## src/rtl/intersection_controller_pkg.sv

```systemverilog
// Shared definitions for the intersection controller.
//   phase_e        : traffic phase encoding (GREEN / YELLOW / ALL_RED)
//   DEF_T_*        : default phase durations in clk cycles
//   idx_width()    : width of an approach index for a given approach count
package intersection_controller_pkg;

    typedef enum logic [1:0] {
        GREEN   = 2'b00,
        YELLOW  = 2'b01,
        ALL_RED = 2'b10
    } phase_e;

    localparam int DEF_N_APPROACH  = 4;
    localparam int DEF_TIMER_W     = 8;
    localparam int DEF_T_GREEN     = 20;
    localparam int DEF_T_MIN_GREEN = 5;
    localparam int DEF_T_YELLOW    = 4;
    localparam int DEF_T_ALL_RED   = 2;

    function automatic int idx_width(input int n);
        return (n > 1) ? $clog2(n) : 1;
    endfunction

endpackage

```

## src/rtl/intersection_controller_rr_next_select.sv

```systemverilog
// Round-robin search for the next approach to receive right-of-way.
//   demand_i : vehicle presence per approach
//   cur_i    : approach currently holding right-of-way
//   next_o   : first approach after cur_i (wrapping) with demand; cur_i+1 if none
module rr_next_select #(
    parameter int N_APPROACH = 4,
    parameter int IDX_W      = 2
) (
    input  logic [N_APPROACH-1:0] demand_i,
    input  logic [IDX_W-1:0]      cur_i,
    output logic [IDX_W-1:0]      next_o
);

    logic             found;
    logic [IDX_W-1:0] idx;

    // Offsets run 1..N so the current approach is considered last.
    always_comb begin
        next_o = IDX_W'((int'(cur_i) + 1) % N_APPROACH);
        found  = 1'b0;
        idx    = '0;
        for (int k = 1; k <= N_APPROACH; k++) begin
            idx = IDX_W'((int'(cur_i) + k) % N_APPROACH);
            if (!found && demand_i[idx]) begin
                next_o = idx;
                found  = 1'b1;
            end
        end
    end

endmodule

```

## src/rtl/intersection_controller.sv

```systemverilog
// Round-robin traffic intersection controller with pedestrian requests.
//   clk, reset        : clock, synchronous active-high reset
//   demand_i          : vehicle presence per approach (level)
//   ped_req_i         : pedestrian request per approach (bit i stops approach i)
//   green_o/yellow_o/red_o : lamp drives per approach
//   cur_approach_o    : approach holding right-of-way
//   ped_pending_o     : latched, unserved pedestrian requests
//   ped_served_o      : one-cycle pulse on YELLOW entry of a pending approach
//
// State table:
//   GREEN   | cur approach has right-of-way; may rest here with timer held
//   YELLOW  | cur approach clearing, fixed T_YELLOW cycles
//   ALL_RED | all approaches stopped, fixed T_ALL_RED cycles, then pick next
module intersection_controller
    import intersection_controller_pkg::*;
#(
    parameter int N_APPROACH  = DEF_N_APPROACH,
    parameter int TIMER_W     = DEF_TIMER_W,
    parameter int T_GREEN     = DEF_T_GREEN,
    parameter int T_MIN_GREEN = DEF_T_MIN_GREEN,
    parameter int T_YELLOW    = DEF_T_YELLOW,
    parameter int T_ALL_RED   = DEF_T_ALL_RED,
    localparam int IW         = idx_width(N_APPROACH)
) (
    input  logic                  clk,
    input  logic                  reset,
    input  logic [N_APPROACH-1:0] demand_i,
    input  logic [N_APPROACH-1:0] ped_req_i,
    output logic [N_APPROACH-1:0] green_o,
    output logic [N_APPROACH-1:0] yellow_o,
    output logic [N_APPROACH-1:0] red_o,
    output logic [IW-1:0]         cur_approach_o,
    output logic [N_APPROACH-1:0] ped_pending_o,
    output logic [N_APPROACH-1:0] ped_served_o
);

    localparam int T_MAX = (2 ** TIMER_W) - 1;

    if (N_APPROACH < 2 || N_APPROACH > 8) begin : g_bad_n
        $error("N_APPROACH must be in 2..8");
    end
    if (T_GREEN == 0 || T_MIN_GREEN == 0 || T_YELLOW == 0 || T_ALL_RED == 0) begin : g_zero_t
        $error("phase durations must be non-zero");
    end
    if (T_MIN_GREEN > T_GREEN) begin : g_min_gt
        $error("T_MIN_GREEN must not exceed T_GREEN");
    end
    if (T_GREEN > T_MAX || T_MIN_GREEN > T_MAX || T_YELLOW > T_MAX || T_ALL_RED > T_MAX) begin : g_t_wide
        $error("phase duration does not fit in TIMER_W bits");
    end

    localparam logic [TIMER_W-1:0] TG_LAST  = TIMER_W'(T_GREEN - 1);
    localparam logic [TIMER_W-1:0] TMG_LAST = TIMER_W'(T_MIN_GREEN - 1);
    localparam logic [TIMER_W-1:0] TY_LAST  = TIMER_W'(T_YELLOW - 1);
    localparam logic [TIMER_W-1:0] TA_LAST  = TIMER_W'(T_ALL_RED - 1);

    phase_e                  state_q, state_d;
    logic [TIMER_W-1:0]      timer_q, timer_d;
    logic [IW-1:0]           cur_q, cur_d;
    logic [N_APPROACH-1:0]   pend_q, pend_d;
    logic [N_APPROACH-1:0]   served_q, served_d;
    logic [IW-1:0]           rr_next;
    logic [N_APPROACH-1:0]   cur_onehot;
    logic                    other_demand;
    logic                    ped_cur;
    logic                    go_yellow;

    rr_next_select #(
        .N_APPROACH (N_APPROACH),
        .IDX_W      (IW)
    ) u_rr_next_select (
        .demand_i (demand_i),
        .cur_i    (cur_q),
        .next_o   (rr_next)
    );

    assign cur_onehot   = N_APPROACH'(1) << cur_q;
    assign other_demand = |(demand_i & ~cur_onehot);
    assign ped_cur      = pend_q[cur_q];
    // Early exit for a pedestrian after minimum green; normal exit at full
    // green if anyone else is waiting. Timer is held at TG_LAST while resting.
    assign go_yellow    = (ped_cur && timer_q >= TMG_LAST) ||
                          (timer_q >= TG_LAST && (other_demand || ped_cur));

    always_ff @(posedge clk) begin
        if (reset) begin
            state_q  <= GREEN;
            timer_q  <= '0;
            cur_q    <= '0;
            pend_q   <= '0;
            served_q <= '0;
        end else begin
            state_q  <= state_d;
            timer_q  <= timer_d;
            cur_q    <= cur_d;
            pend_q   <= pend_d;
            served_q <= served_d;
        end
    end

    always_comb begin
        state_d  = state_q;
        timer_d  = timer_q + 1'b1;
        cur_d    = cur_q;
        served_d = '0;
        pend_d   = pend_q | ped_req_i;
        unique case (state_q)
            GREEN: begin
                if (go_yellow) begin
                    state_d  = YELLOW;
                    timer_d  = '0;
                    served_d = pend_q & cur_onehot;
                    // A request arriving in the clear cycle re-latches.
                    pend_d   = (pend_q & ~cur_onehot) | ped_req_i;
                end else if (timer_q >= TG_LAST) begin
                    timer_d = timer_q;
                end
            end
            YELLOW: begin
                if (timer_q == TY_LAST) begin
                    state_d = ALL_RED;
                    timer_d = '0;
                end
            end
            ALL_RED: begin
                if (timer_q == TA_LAST) begin
                    state_d = GREEN;
                    timer_d = '0;
                    cur_d   = rr_next;
                end
            end
            default: begin
                state_d = GREEN;
                timer_d = '0;
            end
        endcase
    end

    assign green_o        = (state_q == GREEN)  ? cur_onehot : '0;
    assign yellow_o       = (state_q == YELLOW) ? cur_onehot : '0;
    assign red_o          = ~(green_o | yellow_o);
    assign cur_approach_o = cur_q;
    assign ped_pending_o  = pend_q;
    assign ped_served_o   = served_q;

endmodule

```

## config.mk

```make
export PLATFORM = sky130hd
export DESIGN_NAME = intersection_controller
export DESIGN_NICKNAME = d
export VERILOG_FILES = /design/src/rtl/intersection_controller_pkg.sv /design/src/rtl/intersection_controller_rr_next_select.sv /design/src/rtl/intersection_controller.sv
export SDC_FILE = /design/constraint.sdc
export NUM_CORES = 1
export LEC_CHECK = 0
export CAP_MARGIN = 30
export CORE_MARGIN = 1.5
export CORE_UTILIZATION = 40
export CTS_BUF_LIST = sky130_fd_sc_hd__clkbuf_8
export DETAILED_ROUTE_END_ITERATION = 10
export PLACE_DENSITY = 0.67
export REMOVE_ABC_BUFFERS = 1
export SETUP_SLACK_MARGIN = 0.4
export SLEW_MARGIN = 0
export SYNTH_ARGS = -nofsm -noshare
export SYNTH_HDL_FRONTEND = slang
export SYNTH_SLANG_ARGS = --single-unit
```

## constraint.sdc

```tcl
create_clock -name clk -period 5.8 [get_ports clk]
set_input_delay 0.58 -clock clk [delete_from_list [all_inputs] [get_ports clk]]
set_output_delay 0.58 -clock clk [all_outputs]
set_load 0.1 [all_outputs]
```

After elaboration in Yosys (flattened, before gate mapping)
Cells that the tools add are included.
- $add $sub $neg: 5
- eq/ne operators: 8
- mux-type cells: 29
- shift-type cells: 1
- $lt $le $gt $ge: 7
- bitwise operators: 10
- reductions and logical operators: 15
- operators with widths (kind ; number):
    8-bit 2-to-1 mux ; 4
    8-bit case mux with 3 select lines ; 1
    4-bit 2-to-1 mux ; 4
    2-bit by 3-bit < comparator with 1-bit output (second input constant) ; 5
    4-bit AND ; 3
    2-bit 2-to-1 mux ; 6
    4-bit OR ; 3
    1-bit binary-select mux with 2-bit select ; 5
    8-bit by 1-bit adder with 8-bit output (second input constant) ; 1
    8-bit by 1-bit equality test with 1-bit output (second input constant) ; 1
    8-bit by 2-bit equality test with 1-bit output (second input constant) ; 1
    8-bit by 3-bit >= comparator with 1-bit output (second input constant) ; 1
    8-bit by 5-bit >= comparator with 1-bit output (second input constant) ; 1
    1-bit 2-to-1 mux ; 8
    4-bit NOT ; 2
    2-bit != test (second input constant) ; 3
    2-bit case mux with 3 select lines ; 1
    1-bit logical AND ; 5
    2-bit by 1-bit adder with 2-bit output (second input constant) ; 2
    2-bit adder (second input constant) ; 2
    4-bit OR reduction ; 1
    1-bit by 2-bit left shift with 4-bit output (first input constant) ; 1
    1-bit logical NOT ; 3
    3-bit != test (second input constant) ; 1
    8 further kinds ; 10
- register bits after elaboration: 20
- input port bits: 10
- output and inout bits: 22

Longest topological paths before layout
- depth in word-level cells: 13
- depth in mapped cells: 10
- gate-level depth less buffers: 8

By module
From an unflattened synthesis, not the netlist that was laid out.
- cells, all modules: 148
- area total of the unflattened synthesis: 1196.1 um^2
- modules (own cells, without submodules) (module ; area each (um^2) ; cells each ; instances):
    intersection_controller ; 1091.0 ; 131 ; 1
    rr_next_select ; 105.1 ; 17 ; 1

Least setup slack after synthesis
No wires, ideal clock.
- path kind: register to output
- start point: register cur_q[0], in the netlist cur_approach_o[0]
- end point: output red_o[2]
- stages on the path, launching flop included: 5
- slack: 3.019 ns
- arrival: 2.201 ns
- buffers on the path: 1
- cell sequence: dfxtp_1 buf_6 inv_1 ha_1 nand2_1
- longest elaborated chain between the ends: 4
- elaborated cells between the ends (all ways): 5
- ends and longest elaborated chain (element ; RTL line ; RTL):
    start, declared ; intersection_controller.sv:59 ; logic [IW-1:0] cur_q, cur_d;
    start signal, assigned ; intersection_controller.sv:95 ; cur_q <= cur_d;
    1-bit by 2-bit left shift with 4-bit output * ; intersection_controller.sv:77 ; assign cur_onehot = N_APPROACH'(1) << cur_q;
    4-bit 2-to-1 mux (on tied branches) ; intersection_controller.sv:139, intersection_controller.sv:140 ;
    4-bit OR * ; intersection_controller.sv:141 ; assign red_o = ~(green_o | yellow_o);
    4-bit NOT * ; intersection_controller.sv:141 ;
    end, declared ; intersection_controller.sv:31 ; output logic [N_APPROACH-1:0] red_o,
Every way passes the cells marked *; elsewhere a longest branch is shown, timed or not.

Worst setup path in the final report
- start point: register cur_q[1], in the netlist cur_approach_o[1]
- end point: output red_o[0]
The elaborated chain is that of the path after synthesis.

==> Implementation_results.wiki <==
{| class="wikitable"
! Metric !! Value
|-
| Required time at the endpoint of the critical path || about 5200 ps
|-
| Setup WS post-layout || between 2000 and 3000 ps
|-
| Arr. time, crit path || around 2600 ps
|-
| Total number of clock tree sinks || 20
|-
| Area of the placeable core || a little over 0.003 mm^2
|-
| Routed Wire Length || just over 3 mm
|-
| Share of async-settable or async-resettable flops after synthesis || 0%
|-
| Routed vias/inst || around 5.2
|-
| Number of global-route vias before repair || between 1000 and 1500
|-
| Share of layout cells above drive strength 1 || 5.618%
|-
| # Post-CTS Setup Buffers || 0
|-
| Minimum setup slack after placement || 2922 ps
|-
| Sequential cell fraction of total power || between 40% and 50%
|-
| Min-delay worst type || flop to flop
|-
| GR Layer Usage met3 || ~2.6%
|-
| Final worst path period need || between 3000 and 4000 ps
|-
| Max-capacitance violation count || 0
|-
| Result of the run || completed
|-
| Count of flip-flops with a built-in enable after synthesis || 0
|-
| Number of hold-repair buffers added at the cts stage || 0
|-
| Path depth of the worst reg2reg path || 8
|-
| Reg-to-reg slack, setup || approximately 3400 ps
|-
| Die Width || between 60 and 70 um
|-
| Static leakage || between 0.6 and 0.7 nW
|-
| Final worst path period share || 54.41%
|-
| Clock tree from TritonCTS || done
|-
| Post-synth cell types || 41
|-
| Number of ports placed on the die boundary || 32
|-
| Relative contribution of combinational cells to total power || approximately 17%
|-
| Net Switching || 89.16 uW
|-
| Crit Path Max Fanout || 13
|-
| Crit path launch || cur_approach_o[1]
|-
| Cell area after synthesis || 0.001306 mm^2
|-
| Total GRT Usage || a little under a fifth
|-
| Post-synth top cells || dfxtp_1, nor2_1, inv_1, and2_1, nand2_1
|-
| Portion of total power attributed to the clock network || between 40% and 50%
|-
| Count of port buffers added during placement || 31
|-
| Pwr/cell area || between 200 and 250 mW/mm^2
|-
| Cell internal pwr || about 250 uW
|-
| Top Usage Layer GRT || met2
|-
| Net count reported at finish || about 200
|-
| DR pass1 iterations || 4
|-
| Class of the most critical setup path || flop to output pin
|-
| Ant. Diodes || 0
|-
| Number of routed nets with antenna violations || 0
|-
| Cell taking the most area after synthesis || dfxtp_1
|-
| Starting utilization of the core area || between 40 and 50%
|-
| Element type at the critical path start || flop
|-
| Worst slew pin tran || around 990 ps
|-
| Largest cells by area after synthesis || dfxtp_1, ha_1, and2_1
|-
| Synth Flop Type || dfxtp_1
|-
| Clock latency on the worst-skew pair || roughly 260 ps
|-
| Height of the die || ~60 um
|-
| GPL Wtd Cong || between 0.7 and 0.8
|-
| Sequential-to-total area share from yosys stat || between 30% and 40%
|-
| Crit Reg-Reg Startpoint || cur_approach_o[1]
|-
| Worst-path clk slew || 70 ps
|-
| Pin count of the biggest net entering global routing || 14
|-
| Switching part of the total || 25.94%
|-
| Synthesized instance count || 147
|-
| Maximum ir drop on the vdd rail || roughly 0.12 mV
|-
| Crit path to || red_o[0]
|-
| CP endpoint kind || output pin
|-
| Number of buffers between clock root and the deepest sink || 2
|-
| Number of placement rows || 20
|-
| Area of the die || about 0.0036 mm^2
|-
| H-tree levels || 1
|-
| Resize count post-CTS || 0
|-
| Final Hold Viols || 0
|-
| Vias || between 1000 and 1500
|-
| Setup TNS after final layout || 0 ps
|-
| Fill cell total of the finished layout || roughly 320
|-
| Met2 track demand over resource || between 30 and 40%
|-
| Portion of synthesized cell area occupied by the leading cell type || a little under a third
|-
| Wire length of the first global-routing pass || ~5.0 mm
|-
| Drt initial violations || 61
|-
| Mean cell area of the mapped netlist || approximately 9 um^2
|-
| Half-perimeter wire length of the detailed placement result || roughly 2.4 mm
|-
| RSZ-0062 raised after global routing || no
|-
| #FFs+latches synth || 20
|-
| Layout Area Growth over Synthesis || 30.56%
|-
| Max-slew violation total from the final report || 0
|-
| GR Layer Usage met1 || between 20% and 30%
|-
| Most numerous cell in the Yosys netlist || dfxtp_1
|-
| Number of endpoints failing setup at the final stage || 0
|-
| DRC || 0
|-
| Total of warnings raised by yosys || 0
|-
| Max Clock Freq || approximately 320 MHz
|-
| Worst hold path stage count || 1
|-
| Number of antenna violations at the first check in global routing || 0
|-
| Endpoint of the lowest-slack register-to-register path || timer_q[7]
|-
| Final Skew || roughly 3.8 ps
|-
| WL per Instance || 13.99 um
|-
| CTS buffer count || 3
|-
| Normalized max-slew margin || about a third
|-
| Clock tree root buffer cell || clkbuf_8
|-
| Startpoint of the most critical hold path || ped_pending_o[1]
|-
| Final global-route overflow total || 0
|}
[metal layers]
layer | vias to the layer above | wire length, um
met1 | 537 | 1411
li1 | 588 | -
met4 | 0 | 27
met2 | 32 | 1518
met3 | 4 | 148
met5 | - | 0
[power groups by stage]
stage | logic, mW | clock network, mW | registers (mW)
floorplan | 0.0239 | 0 | 0.164
global placement | 0.0562 | 0 | 0.150
detailed placement | 0.0575 | 0 | 0.150
CTS | 0.0579 | 0.143 | 0.147
global route | 0.0621 | 0.147 | 0.148
finish | 0.0576 | 0.139 | 0.147
[flip-flops by register name (all words and copies together), names as in the netlist]
name / cells
timer_q: 8
ped_pending_o: 4
cur_approach_o: 2
ped_served_o: 4
state_q: 2
[worst min-delay path by stage]
stage / end
after floorplan: state_q[0]
after global placement: ped_pending_o[1]
after detailed placement: ped_served_o[1]
after CTS: ped_served_o[1]
after global routing: ped_served_o[3]
final: ped_served_o[1]
[cell type report]
class,count,area [um^2],area share [%]
Clock inverter,1,30.03,1.761
Clock buffer,3,41.29,2.421
Timing Repair Buffer,31,310.3,18.20
Tap cell,44,55.05,3.228
Multi-Input combinational cell,111,823.3,48.28
Sequential cell,20,400.4,23.48
Inverter,12,45.04,2.641
[through the flow]
stage               hold WS [ps]  cells  area, um^2  utilization [%]  power, mW
CTS                        530.5    222        1705            55.41     0.3475
global route               556.9    222        1705            55.41     0.3564
floorplan                  486.4    143        1269                -     0.1874
finish                     536.0    222        1705            55.41     0.3437
global placement           518.7    218        1634            53.09     0.2063
detailed placement         521.9    218        1634            53.09     0.2079
[critical path: stages, from the launching register on]
cell	delay (ps)
dfxtp_1	600
inv_1	170
ha_1	280
nand2_1	110
clkdlybuf4s50_1	1150
[kinds of logic (layout without fill, tap and decap cells)]
logic type	count (synthesis)	after routing	synth area share, %
AO/OA/AOI/OAI	27	27	14.75
XOR/XNOR	6	6	4.023
adder cells (fa/ha/maj)	7	7	6.705
buffers and inverters	16	47	6.321
flip-flops	20	20	30.65
multiplexers	5	5	8.237
AND/OR/NAND/NOR	66	66	29.31
[cells in the final DEF, fill, tap and decap left out, types with 3 or more instances in the layout]
master / n
a311oi_1: 4
clkbuf_8: 3
and3_1: 5
nor2_1: 14
inv_1: 12
nor3_1: 3
xnor2_1: 6
a21oi_1: 7
nand2_1: 9
dfxtp_1: 20
clkdlybuf4s50_1: 31
ha_1: 7
and2_1: 10
nand2b_1: 6
nand3_1: 4
Note: power is estimated with default switching activity, not from simulation.
